==> config.mk <==
export PLATFORM = sky130hd
export DESIGN_NAME = tape_pulse_decoder
export DESIGN_NICKNAME = d
export VERILOG_FILES = /design/src/rtl/tape_pulse_decoder.sv
export SDC_FILE = /design/constraint.sdc
export NUM_CORES = 1
export LEC_CHECK = 0
export CORE_ASPECT_RATIO = 1.5
export CORE_MARGIN = 5
export CORE_UTILIZATION = 35
export CTS_CLUSTER_SIZE = 16
export DETAILED_ROUTE_END_ITERATION = 10
export HOLD_SLACK_MARGIN = 0.06
export PLACE_DENSITY = 0.53
export SYNTH_ARGS = -nofsm -noshare
export SYNTH_HDL_FRONTEND = slang
export SYNTH_SLANG_ARGS = --single-unit
==> constraint.sdc <==
create_clock -name clk -period 4 [get_ports clk]
set_input_delay 1 -clock clk [delete_from_list [all_inputs] [get_ports clk]]
set_output_delay 1 -clock clk [all_outputs]
set_load 0.01 [all_outputs]
==> src/rtl/tape_pulse_decoder.sv <==
// tape_pulse_decoder
//   Measures the time between rising edges of the asynchronous tape/audio comparator input
//   and classifies each period as a data bit (short = 1, long = 0), a framing error, or loss
//   of carrier. Periods are counted in whole microseconds with a clock prescaler.
//
// Parameters
//   CLK_FREQ    system clock in Hz; CLK_FREQ/1_000_000 must be an integer >= 2
//   MIN_US      periods shorter than this are glitches and are ignored
//   SPLIT_US    MIN_US <= p < SPLIT_US decodes as 1, SPLIT_US <= p <= MAX_US as 0
//   MAX_US      periods longer than this raise a framing error
//   SILENCE_US  no rising edge for this long drops the carrier (MAX_US < x < 65535)
//
// Ports
//   clk        in   1   system clock
//   reset      in   1   synchronous, active-high reset
//   enable     in   1   0 holds the decoder idle; the input synchronizer keeps running
//   tape_in    in   1   asynchronous tape/audio input
//   bit_valid  out  1   one-cycle strobe, new bit on bit_value
//   bit_value  out  1   last decoded bit, held until the next bit_valid
//   period_us  out  16  last accepted period in microseconds, held
//   err        out  1   one-cycle strobe, framing error (period > MAX_US)
//   carrier    out  1   high while a valid edge train is being tracked

module tape_pulse_decoder #(
    parameter int unsigned CLK_FREQ   = 50_000_000,
    parameter int unsigned MIN_US     = 100,
    parameter int unsigned SPLIT_US   = 600,
    parameter int unsigned MAX_US     = 1500,
    parameter int unsigned SILENCE_US = 20000
) (
    input  logic        clk,
    input  logic        reset,
    input  logic        enable,
    input  logic        tape_in,
    output logic        bit_valid,
    output logic        bit_value,
    output logic [15:0] period_us,
    output logic        err,
    output logic        carrier
);

    localparam int unsigned Prescale = CLK_FREQ / 1_000_000;
    localparam int unsigned PsW      = (Prescale > 1) ? $clog2(Prescale) : 1;

    localparam logic [PsW-1:0] PsLast   = PsW'(Prescale - 1);
    localparam logic [15:0]    MinP     = 16'(MIN_US);
    localparam logic [15:0]    SplitP   = 16'(SPLIT_US);
    localparam logic [15:0]    MaxP     = 16'(MAX_US);
    // Silence fires on the tick that would take the counter to SILENCE_US.
    localparam logic [15:0]    SilLast  = 16'(SILENCE_US - 1);

    localparam logic [0:0] ST_IDLE    = 1'b0;
    localparam logic [0:0] ST_MEASURE = 1'b1;

    // Input synchronizer and registered rising-edge pulse
    logic sync1_q, sync2_q, sync3_q, rise_q;

    always_ff @(posedge clk) begin
        if (reset) begin
            sync1_q <= 1'b0;
            sync2_q <= 1'b0;
            sync3_q <= 1'b0;
            rise_q  <= 1'b0;
        end else begin
            sync1_q <= tape_in;
            sync2_q <= sync1_q;
            sync3_q <= sync2_q;
            rise_q  <= sync2_q & ~sync3_q;
        end
    end

    // Decoder state
    logic [0:0]     state_q,     state_d;
    logic [PsW-1:0] presc_q,     presc_d;
    logic [15:0]    count_q,     count_d;
    logic [15:0]    period_q,    period_d;
    logic           bit_valid_q, bit_valid_d;
    logic           bit_value_q, bit_value_d;
    logic           err_q,       err_d;
    logic           carrier_q,   carrier_d;

    logic us_tick;
    logic silence;

    assign us_tick = (presc_q == PsLast);
    assign silence = (state_q == ST_MEASURE) && us_tick && (count_q == SilLast);

    always_comb begin
        state_d     = state_q;
        presc_d     = us_tick ? '0 : presc_q + PsW'(1);
        count_d     = (us_tick && (count_q != 16'hFFFF)) ? count_q + 16'd1 : count_q;
        period_d    = period_q;
        bit_valid_d = 1'b0;
        bit_value_d = bit_value_q;
        err_d       = 1'b0;
        carrier_d   = carrier_q;

        if (!enable) begin
            state_d   = ST_IDLE;
            presc_d   = '0;
            count_d   = '0;
            carrier_d = 1'b0;
        end else begin
            case (state_q)
                ST_IDLE: begin
                    // Timebase parked at zero until the first edge arms the decoder.
                    presc_d = '0;
                    count_d = '0;
                    if (rise_q) begin
                        state_d   = ST_MEASURE;
                        carrier_d = 1'b1;
                    end
                end
                ST_MEASURE: begin
                    if (silence) begin
                        // Silence wins over a coincident edge; that edge is dropped.
                        state_d   = ST_IDLE;
                        carrier_d = 1'b0;
                        presc_d   = '0;
                        count_d   = '0;
                    end else if (rise_q && (count_q >= MinP)) begin
                        // Any coincident tick is discarded: the new period starts at zero.
                        presc_d = '0;
                        count_d = '0;
                        if (count_q <= MaxP) begin
                            bit_valid_d = 1'b1;
                            bit_value_d = (count_q < SplitP);
                            period_d    = count_q;
                        end else begin
                            err_d = 1'b1;
                        end
                    end
                end
                default: begin
                    state_d   = ST_IDLE;
                    carrier_d = 1'b0;
                end
            endcase
        end
    end

    always_ff @(posedge clk) begin
        if (reset) begin
            state_q     <= ST_IDLE;
            presc_q     <= '0;
            count_q     <= '0;
            period_q    <= '0;
            bit_valid_q <= 1'b0;
            bit_value_q <= 1'b0;
            err_q       <= 1'b0;
            carrier_q   <= 1'b0;
        end else begin
            state_q     <= state_d;
            presc_q     <= presc_d;
            count_q     <= count_d;
            period_q    <= period_d;
            bit_valid_q <= bit_valid_d;
            bit_value_q <= bit_value_d;
            err_q       <= err_d;
            carrier_q   <= carrier_d;
        end
    end

    assign bit_valid = bit_valid_q;
    assign bit_value = bit_value_q;
    assign period_us = period_q;
    assign err       = err_q;
    assign carrier   = carrier_q;

endmodule

* After elaboration in Yosys (flattened, before gate mapping)
Index checks and enable logic that the tools add are counted.
** Storage, ports and cells
- Output and inout bits :: 20
- Bits in registers :: 47
- Input bits :: 4
** Operators by class
- $add $sub $neg :: 2
- Eq/ne operators :: 6
- Muxes and demuxes :: 16
- Bitwise logic cells :: 6
- $lt $le $gt $ge :: 3
- Reductions and logical operators :: 8
** Operator list (count)
- $mux W16 :: 3
- $pmux W16 S2 :: 1
- $mux W6 :: 3
- $add A16 B1 Y16 const B :: 1
- $eq A16 B15 Y1 const B :: 1
- $ge A16 B7 Y1 const B :: 1
- $le A16 B11 Y1 const B :: 1
- $lt A16 B10 Y1 const B :: 1
- $ne A16 B16 Y1 const B :: 1
- $pmux W6 S2 :: 1
- $add A6 B1 Y6 const B :: 1
- $eq A6 B6 Y1 const B :: 1
- $mux W1 :: 6
- $not A1 Y1 :: 5
- $reduce_and A5 Y1 :: 1
- $reduce_or A5 Y1 :: 1
- $logic_and A1 B1 Y1 :: 4
- $ne A4 B1 Y1 const B :: 1
- $pmux W1 S2 :: 2
- $ne A2 B1 Y1 const B :: 1
- $ne A2 B2 Y1 const B :: 1
- $reduce_and A2 Y1 :: 1
- $reduce_or A2 Y1 :: 1
- $and A1 B1 Y1 :: 1

* Depth between registers and ports, before layout
Gate-level depths: netlist of run 1.
- Depth after elaboration :: 6
- Depth in mapped cells :: 9
- Depth with buffers taken out :: 7

* Worst setup path before layout of run 1
Ideal clock, no wire load.
- Path kind :: flip-flop to flip-flop
- From :: register count_q[0]
- To :: register count_q[13]
- Setup time :: 0.153 ns
- Setup slack :: 1.820 ns
- Stages on the path, launching flop included :: 9
- Data arrival time :: 2.027 ns
- Path through :: dfxtp_1 > ha_1 > nand4_1 > or4_1 > clkbuf_1 > and2_1 > clkbuf_1 > a41oi_1 > a311oi_1
** Between the ends
- Word-level cells in the longest chain between the ends :: 5
- Elaborated cells between the ends (all ways) :: 12
- Classes of those cells :: 1 x add/sub; 1 x order compare; 3 x eq/ne; 4 x mux; 3 x reduce/logical
** Ends and longest elaborated chain
- start: declaration :: RTL line 75 : logic [15:0] count_q, count_d;
- start signal: assignment :: RTL line 155 : count_q <= count_d;
- $add A16 B1 Y16 or $ge A16 B7 Y1 (tied branches) :: RTL line 91, 121
- $mux W16 or $logic_and A1 B1 Y1 (tied branches) :: RTL line 91, 121
- $mux W16 :: RTL line 121 : end else if (rise_q && (count_q >= MinP)) begin
- $mux W16 :: RTL line 115 : if (silence) begin
- $pmux W16 S2 :: RTL line 104 : case (state_q)
Parallel ways exist; a longest one is shown, timed or not. The select of a mux whose other input is x is not followed.
A chain may end at the register's enable or synchronous reset.

* Worst setup path after layout of run 1
- From :: register count_q[3]
- To :: register period_q[3], in the netlist period_us[3]
** Between the ends
- Word-level cells in the longest chain between the ends :: 4
- Elaborated cells between the ends (all ways) :: 7
- Classes of those cells :: 2 x order compare; 1 x eq/ne; 1 x bitwise; 3 x reduce/logical
** Ends and longest elaborated chain
- branches (longest 4 deep; another with $ge A16 B7 Y1)
- end signal: assignment :: RTL line 156 : period_q <= period_d;
- end: declaration :: RTL line 76 : logic [15:0] period_q, period_d;
Parallel ways; which one is timed is not known.

==> results of run 1 <==
-- cell type report --
type | count | area, sq um
Timing Repair Buffer | 26 | 253
Tap cell | 74 | 92.6
Clock inverter | 3 | 67.6
Sequential cell | 47 | 941
Clock buffer | 5 | 68.8
Inverter | 6 | 22.5
Fill cell | 652 | 3570
Multi-Input combinational cell | 180 | 1160
-- sequential cells by signal, summed over array words and instances, names as in the netlist --
signal     count
count_q       16
period_us     16
presc_q        6
bit_valid      1
bit_value      1
carrier        1
err            1
rise_q         1
state_q        1
sync1_q        1
sync2_q        1
sync3_q        1
-- through the flow --
step                area, sq um  worst slack (ns)  std cells  util, %
detailed placement         2460             0.957        333     39.9
global placement           2460              1.04        333     39.9
finish                     2600              1.23        341     42.1
floorplan                  2210              1.82        253        -
global route               2600             0.917        341     42.1
CTS                        2600              1.18        341     42.1
-- path summary, 6_finish.rpt --
| path | start | endpoint |
|---|---|---|
| max | count_q[3] | period_us[3] |
| min | sync3_q | rise_q |
| max reg2reg | count_q[3] | period_us[3] |
| min reg2reg | sync3_q | rise_q |
-- Yosys cell counts, types with 2 or more instances --
| library cell | number |
|---|---|
| o311a_1 | 2 |
| nor2_1 | 21 |
| nand4_1 | 7 |
| nor3b_1 | 6 |
| xor2_1 | 9 |
| nor2b_1 | 4 |
| or2_2 | 2 |
| a21o_1 | 2 |
| and4_1 | 2 |
| nor3_1 | 4 |
| a21oi_1 | 12 |
| or4_1 | 2 |
| nand2_1 | 13 |
| inv_1 | 6 |
| nand3_1 | 10 |
| o21ai_0 | 23 |
| or3_1 | 3 |
| dfxtp_1 | 47 |
| clkbuf_1 | 9 |
| nand4bb_1 | 3 |
| o31ai_1 | 2 |
| xnor2_1 | 3 |
| and3_1 | 3 |
| ha_1 | 4 |
| buf_2 | 10 |
| nor4_1 | 3 |
| nand4b_1 | 13 |
| nand2b_1 | 14 |
-- cells by family after synthesis --
kind of cell	Yosys count
compound gates	48
fa+ha+maj	4
flops	47
buf+inv	26
xor+xnor	12
simple gates	116
-- power groups by stage --
stage               Sequential, uW  Combinational (uW)  Clock [uW]
finish                         470                15.8         408
global route                   470                17.2         441
CTS                            470                15.9         426
detailed placement             481                15.9           0
global placement               481                15.8           0
floorplan                      481                9.92           0
-- routing by layer --
layer	vias to the layer above	global-route usage (%)	wire [um]
li1	926	-	-
met1	848	16.6	2170
met2	30	21.9	2490
met3	6	2.62	170
met4	0	3.82	65
met5	-	0	0
==> reports/qor.yml, run 1 <==
clock_network:
  cts_sinks: 47
  ctsHoldBuffers: 0
  root_buffer: "clkbuf_8"
  cts_tree: "done"
  clock_path_buffers: 2
  cts_made_buffers: 5
  h-tree-depth: 2
  clock_latency_ns: 0.30
  cts_resized: 0
  clk_pin_slew_ns: 0.09
  cts_setup_buffers: 0
power_and_ir_drop:
  p_sw_uw: 167
  p_leak_uw: 0.000841
  power.density_mw_per_mm2: 344
  totalPowerFinal_uw: 894
  swShare_pct: 18.7
  combPwrFrac_pct: 1.8
  peakVddDrop_uv: 169
  p_seq_share_pct: 52.6
  pwr-share-clk_pct: 45.7
  internal-power_uw: 727
synth:
  synth_warnings: 0
  synthAdderAreaFrac_pct: 2.26
  ys_seq_area_share_pct: 42.5
  synth_area_sq_mm: 0.00221
  yosysTopAreaCellShare_pct: 42.5
  syn_inst: 253
  synth.ff_latch_count: 47
  yosys.area.top_type: "dfxtp_1"
  yosys_most_used_dff: "dfxtp_1"
  synth_edf_count: 0
  muxShareOfSynthArea_pct: 0
  synth_xor_area_share_pct: 4.75
  synth_nets: 261
  syn_area_per_cell_sq_um: 8.75
  synth_compound_area_share_pct: 13.6
  synth_cell_types: 42
  synthSimpleGateAreaFrac_pct: 31.6
  synth.area.top_cells: "dfxtp_1, o21ai_0, nand4b_1, nand2b_1, nor2_1"
  async_reset_ff_share_pct: 0
  synth_top_family_by_area: "simple AND/OR/NAND/NOR gates"
sta:
  fin_worst_skew_ns: 0.00780
  timing.final.crit_share_pct: 69.2
  final.min_clock_period_ns: 2.77
  hold_slack_ns: 0.391
  max_slew_margin_pct: 49.3
  fmax_ghz: 0.361
  setup_viol: 0
  rsz0062_at_grt: "no"
  drv_slew: 0
  worstMarginPinSlew_ns: 0.760
  hold_viol: 0
  setup_tns_ns: 0
floorplan:
  start_util_pct: 35.9
  coreArea_sq_mm: 0.00617
  die_area_sq_mm: 0.00805
  pin_count: 24
  fp.dieW_um: 75.0
  row_count: 35
  die_y_um: 107
global_route:
  antenna_found_initial: 0
  grt-ovfl-total: 0
  grt_max_degree: 34
  track_usage_pct: 13.1
  grt_pass1_vias: 1707
  grt_pass1_wl_mm: 8.38
route:
  viasPerCell: 5.31
  routed-via-count: 1810
  post-route-drc-count: 0
  wl_per_cell_um: 14.4
  first_pass_iters: 4
  totalWireLength_mm: 4.90
  drtIter0Drc: 91
  postRouteAntennaNets: 0
run_status:
  status: "completed"
setup_path:
  startpoint_type: "register"
  cp.depth: 6
  slowest_stage: "and2_0"
  cp_top_family: "simple AND/OR/NAND/NOR gates"
  crit_fanout: 17
  cp-end-kind: "register"
  slowest_delay_ns: 0.64
  cp.arrival_ns: 2.92
  path_cells: "nand3_1 > or4_1 > a211oi_1 > buf_4 > and2_0 > o21ai_0"
  cp.required_ns: 4.15
  critPathKind: "reg2reg"
  ff2ff_setup_slack_ns: 1.23
  reg2reg_depth: 6
  path_buf_inv: 1
run:
  maxCapViolations: 0
placement:
  port_buffers: 23
  dp_hpwl_mm: 3.49
  place_congestion: 0.774
min_path:
  hp-class: "reg2reg"
  hold_depth: 1
finish:
  syn_to_final_growth_pct: 17.5
  final_cell_mix: "dfxtp_1, o21ai_0, clkdlybuf4s50_1, nor2_1, nand2b_1"
  final_common_cell: "dfxtp_1"
  finish.net_count: 274
  post_route_cells_drive_above_1_share_pct: 5.99
  diodes: 0
(Power assumes the default switching activity.)
==> run 2, diff against run 1 <==
==> constraint.sdc (replaced) <==
create_clock -name clk -period 2.6 [get_ports clk]
set_input_delay 0.65 -clock clk [delete_from_list [all_inputs] [get_ports clk]]
set_output_delay 0.65 -clock clk [all_outputs]
set_load 0.01 [all_outputs]
==> run 2 against run 1 <==
Die area unchanged; final cell count rose by 2.3%; sequential power rose by 54%; count of clock-buffer cells in the layout unchanged; clock skew rose by 0.0016 ns; critical endpoint is now count_q[3].
==> reports/qor.yml, run 2 (synthesis results as in run 1) <==
run_status:
  status: "completed"
placement:
  place_congestion: 0.835  # +7.9%
  dp_hpwl_mm: 3.59  # +2.8%
  port_buffers: 23  # unchanged
  dpl_cell_area_sq_mm: 0.00252  # +2.4%
clock_network:
  root_buffer: "clkbuf_8"
  h-tree-depth: 2  # unchanged
  clock_path_buffers: 2  # unchanged
  cts_setup_buffers: 0  # unchanged
  clk_pin_slew_ns: 0.09  # about the same
  cts_made_buffers: 5  # unchanged
  ctsHoldBuffers: 0  # unchanged
  cts_resized: 0  # unchanged
  cts_sinks: 47  # unchanged
  clock_latency_ns: 0.30  # about the same
  cts_tree: "done"
setup_path:
  ff2ff_setup_slack_ns: 0.19  # -1.04 ns
  r2r-end: "count_q[3]"
  cp_top_family: "compound AO/OA/AOI/OAI gates"
  reg2reg_depth: 5  # -1
  cp.required_ns: 2.83  # -1.32 ns
  startpoint_type: "register"
  slowest_stage: "o311ai_0"
  cp-end-kind: "register"
  r2r-start: "count_q[0]"
  slowest_delay_ns: 1.05  # +0.41 ns
  crit_fanout: 6  # -11
  path_cells: "ha_1 > nand4_1 > o311ai_0 > o21ai_0 > a21oi_1"
  cp.arrival_ns: 2.65  # -0.27 ns
  path_buf_inv: 0  # -1
  critPathKind: "reg2reg"
floorplan:
  die_area_sq_mm: 0.00805  # unchanged
  fp.dieW_um: 75.0  # unchanged
  coreArea_sq_mm: 0.00617  # unchanged
  start_util_pct: 35.9  # unchanged
  die_y_um: 107  # unchanged
  row_count: 35  # unchanged
  pin_count: 24  # unchanged
finish:
  finish.net_count: 282  # +2.9%
  fin_area_sq_mm: 0.00261  # +0.43%
  final_cell_mix: "dfxtp_1, o21ai_0, clkdlybuf4s50_1, nor2_1, nand2b_1"
  utilization_pct: 42.3  # +0.18 points
  final_common_cell: "dfxtp_1"
  post_route_cells_drive_above_1_share_pct: 8.73  # +2.7 points
  diodes: 0  # unchanged
  syn_to_final_growth_pct: 18.0
min_path:
  min-delay-start: "sync3_q"
  hold_end: "rise_q"
  hold_depth: 1  # unchanged
  hp-class: "reg2reg"
sta:
  setup_tns_ns: 0  # unchanged
  fin_worst_skew_ns: 0.00937  # +0.00157 ns
  setup_viol: 0  # unchanged
  hold_slack_ns: 0.400  # +0.00803 ns
  max_slew_margin_pct: 21.9  # -27 points
  worstMarginPinSlew_ns: 1.16  # +0.396 ns
  timing.final.crit_share_pct: 92.8  # +24 points
  fmax_ghz: 0.414  # +15%
  drv_slew: 0  # unchanged
  hold_viol: 0  # unchanged
  rsz0062_at_grt: "no"
  final.min_clock_period_ns: 2.41  # -0.355 ns
route:
  post-route-drc-count: 0  # unchanged
  viasPerCell: 5.21  # -1.8%
  drtIter0Drc: 69  # -24%
  wl_per_cell_um: 14.1  # -2.2%
  first_pass_iters: 4  # unchanged
  totalWireLength_mm: 4.91  # +0.10%
  routed-via-count: 1820  # +0.55%
  postRouteAntennaNets: 0  # unchanged
power_and_ir_drop:
  power.density_mw_per_mm2: 455  # +32%
  totalPowerFinal_uw: 1190  # +33%
  peakVddDrop_uv: 199  # +18%
  p_leak_uw: 0.000864  # +2.8%
global_route:
  track_usage_pct: 13.2  # +0.089 points
  grt_max_degree: 33  # -2.9%
  antenna_found_initial: 0  # unchanged
  grt_pass1_vias: 1787  # +4.7%
  grt-ovfl-total: 0  # unchanged
  grt_pass1_wl_mm: 8.38  # about the same
run:
  maxCapViolations: 0  # unchanged
==> run 2: cell type report <==
| cell class | instances | area, sq um |
|---|---|---|
| Sequential cell | 47 | 941 |
| Fill cell | 620 | 3560 |
| Multi-Input combinational cell | 180 | 1160 |
| Tap cell | 74 | 92.6 |
| Timing Repair Buffer | 34 | 313 |
| Clock buffer | 5 | 68.8 |
| Clock inverter | 3 | 18.8 |
| Inverter | 6 | 22.5 |
==> run 2: per-stage QoR <==
step / instances / setup slack [ns]
final: 349 / 0.186
after global placement: 341 / 0.249
after global routing: 349 / 0.0120
after floorplan: 253 / 0.420
after detailed placement: 341 / 0.220
after CTS: 349 / 0.197
==> run 2: worst max path at each step <==
| stage | endpoint | startpoint | cells after the start | slack, ns |
|---|---|---|---|---|
| global placement | count_q[3] | count_q[0] | 5 | 0.25 |
| global route | count_q[3] | count_q[0] | 5 | 0.01 |
| CTS | count_q[4] | count_q[12] | 5 | 0.20 |
| detailed placement | count_q[4] | count_q[12] | 5 | 0.22 |
| floorplan | count_q[13] | count_q[0] | 8 | 0.42 |
| finish | count_q[3] | count_q[0] | 5 | 0.19 |
==> run 2: power by group <==
| part | internal (uW) | switching (uW) |
|---|---|---|
| combinational | 13.7 | 11.0 |
| sequential | 722 | 1.30 |
| clock | 190 | 252 |
| total | 925 | 265 |
==> run 2: metal layers <==
layer | GRT usage [%] | routed length [um] | up-vias
met5 | 0 | 0 | -
met4 | 4.71 | 101 | 0
met3 | 2.52 | 133 | 8
met2 | 22.5 | 2480 | 26
met1 | 16.0 | 2190 | 847
li1 | - | - | 939
==> run 3, diff against run 2 <==
--- a/config.mk
+++ b/config.mk
@@ -5,12 +5,14 @@
 export SDC_FILE = /design/constraint.sdc
 export NUM_CORES = 1
 export LEC_CHECK = 0
-export CORE_ASPECT_RATIO = 1.5
+export ABC_AREA = 0
+export CORE_ASPECT_RATIO = 0.6
 export CORE_MARGIN = 5
 export CORE_UTILIZATION = 35
 export CTS_CLUSTER_SIZE = 16
 export DETAILED_ROUTE_END_ITERATION = 10
 export HOLD_SLACK_MARGIN = 0.06
+export MAX_ROUTING_LAYER = met4
 export PLACE_DENSITY = 0.53
 export SYNTH_ARGS = -nofsm -noshare
 export SYNTH_HDL_FRONTEND = slang
==> run 3 against run 2 <==
Fmax grew 1.1%; sequential power about the same; utilization up 0.94 points; final cell count grew 4.0%; die area grew 0.24%; total power shrank 1.8%; register-to-register slack improved by 0.03 ns; via count increased by 1.5%; first-iteration DRC count grew 86%; largest cell class unchanged; largest power group unchanged; highest routed layer unchanged.
==> reports/qor.yml, run 3 (synthesis results as in run 1) <==
run_status:
  status: "completed"
power_and_ir_drop:
  p_sw_uw: 248  # -6.2%
  pwr-share-clk_pct: 36.0  # -1.1 points
  p_leak_uw: 0.000887  # +2.6%
  power.density_mw_per_mm2: 440  # -3.4%
  totalPowerFinal_uw: 1170  # -1.8%
  peakVddDrop_uv: 194  # -2.8%
  p_seq_share_pct: 61.9  # +1.1 points
  internal-power_uw: 920  # -0.59%
  combPwrFrac_pct: 2.1  # about the same
  swShare_pct: 21.3  # -1.0 points
clock_network:
  clock_path_buffers: 2  # unchanged
  ctsHoldBuffers: 0  # unchanged
  cts_setup_buffers: 0  # unchanged
  h-tree-depth: 2  # unchanged
  clock_latency_ns: 0.29  # about the same
  cts_made_buffers: 5  # unchanged
  cts_sinks: 47  # unchanged
  root_buffer: "clkbuf_8"
  clk_pin_slew_ns: 0.09  # about the same
  cts_tree: "done"
setup_path:
  ff2ff_setup_slack_ns: 0.21  # +0.03 ns
  startpoint_type: "register"
  crit_fanout: 9  # +3
  r2r-end: "count_q[13]"
  critPathKind: "reg2reg"
  cp-endpoint: "count_q[13]"
  cp.required_ns: 2.74  # -0.09 ns
  r2r-start: "count_q[0]"
  cp.arrival_ns: 2.53  # -0.12 ns
  reg2reg_depth: 6  # +1
  cp-startpoint: "count_q[0]"
  cp-end-kind: "register"
placement:
  pre_cts_slack_ns: 0.171  # -0.0494 ns
  place_congestion: 0.828  # -0.84%
  dp_hpwl_mm: 3.81  # +6.1%
  port_buffers: 23  # unchanged
route:
  dr_wl_met2_mm: 2.04  # -18%
  wl_met3_um: 270  # +100%
  totalWireLength_mm: 5.14  # +4.8%
  highest_layer: "met4"
  drtIter0Drc: 128  # +86%
  routed-via-count: 1848  # +1.5%
  viasPerCell: 5.09  # -2.4%
  postRouteAntennaNets: 0  # unchanged
  wl_per_cell_um: 14.2  # +0.77%
  m1WireLength_mm: 2.80  # +28%
  first_pass_iters: 4  # unchanged
  post-route-drc-count: 0  # unchanged
sta:
  final.min_clock_period_ns: 2.39  # -0.0254 ns
  rsz0062_at_grt: "no"
  worstMarginPinSlew_ns: 0.735  # -0.422 ns
  fmax_ghz: 0.419  # +1.1%
  max_slew_margin_pct: 50.2  # +28 points
  timing.final.crit_share_pct: 91.9  # -0.98 points
  setup_viol: 0  # unchanged
  fin_worst_skew_ns: 0.00625  # -0.00312 ns
  drv_slew: 0  # unchanged
  setup_tns_ns: 0  # unchanged
  hold_viol: 0  # unchanged
  setup_ws_ns: 0.212  # +0.0254 ns
global_route:
  grt_pass1_wl_mm: 8.54  # +1.9%
  track_usage_pct: 13.3  # +0.14 points
  antenna_found_initial: 0  # unchanged
  grt_max_degree: 33  # unchanged
  grt-ovfl-total: 0  # unchanged
  grt_pass1_vias: 1727  # -3.4%
floorplan:
  row_count: 22  # -37%
  fp.dieW_um: 113  # +50%
  die_y_um: 71.6  # -33%
  coreArea_sq_mm: 0.00614  # -0.59%
  start_util_pct: 36.1  # +0.21 points
  die_area_sq_mm: 0.00807  # +0.24%
  pin_count: 24  # unchanged
finish:
  syn_to_final_growth_pct: 19.9
  post_route_cells_drive_above_1_share_pct: 10.4  # +1.7 points
  finish.net_count: 286  # +1.4%
  final_cell_mix: "dfxtp_1, o21ai_0, clkdlybuf4s50_1, nor2_1, buf_4"
  diodes: 0  # unchanged
  utilization_pct: 43.3  # +0.94 points
  fillers: 610  # -1.6%
  regArea_sq_um: 941  # unchanged
  multi_input_area_sq_mm: 0.00116  # +0.32%
  final_common_cell: "dfxtp_1"
min_path:
  hp-class: "reg2reg"
run:
  maxCapViolations: 0  # unchanged
-- run 3: per-layer routing --
metal / vias up / track usage (%)
met4: 0 / 2.80
met3: 5 / 3.38
met5: - / -
met1: 845 / 19.9
met2: 46 / 17.8
li1: 952 / -
-- run 3: repair_timing --
action                     CTS  global route
hold endpoints to repair     0             0
resized for setup            0             2
setup endpoints to repair    0             3
-- run 3: stage by stage --
step | cells | hold slack (ns) | instance area (sq um)
floorplan | 253 | 0.367 | 2210
global placement | 355 | 0.371 | 2570
detailed placement | 355 | 0.371 | 2570
CTS | 363 | 0.384 | 2650
global route | 363 | 0.418 | 2660
finish | 363 | 0.384 | 2660
-- run 3: power groups by stage --
stage | registers (uW) | clock network [uW] | logic [uW]
2_1_floorplan | 740 | 0 | 15.3
3_3_place_gp | 740 | 0 | 25.4
3_5_place_dp | 740 | 0 | 25.1
4_1_cts | 723 | 442 | 25.2
5_1_grt | 724 | 471 | 27.2
6_report | 723 | 420 | 25.1
-- run 3: worst min path at each step --
stage | from | endpoint | slack, ns | cells after the start
finish | sync3_q | rise_q | 0.38 | 1
global route | sync3_q | rise_q | 0.42 | 1
CTS | sync3_q | rise_q | 0.38 | 1
detailed placement | sync3_q | rise_q | 0.37 | 1
global placement | sync3_q | rise_q | 0.37 | 1
floorplan | sync3_q | rise_q | 0.37 | 1
-- run 3: layout make-up --
class	instances	area share, %
multi-input cells	180	43.7
flip-flops and latches	47	35.4
repair buffers	38	12.9
well taps	84	3.96
clock buffers	5	2.59
inverters	6	0.848
clock inverters	3	0.566
-- run 3: critical path: stages, from the launching register on --
cell,delay [ns]
dfxtp_1,0.45
ha_1,0.26
nand4_1,0.23
or4_4,0.65
and2_1,0.31
a41oi_1,0.26
a311oi_1,0.07
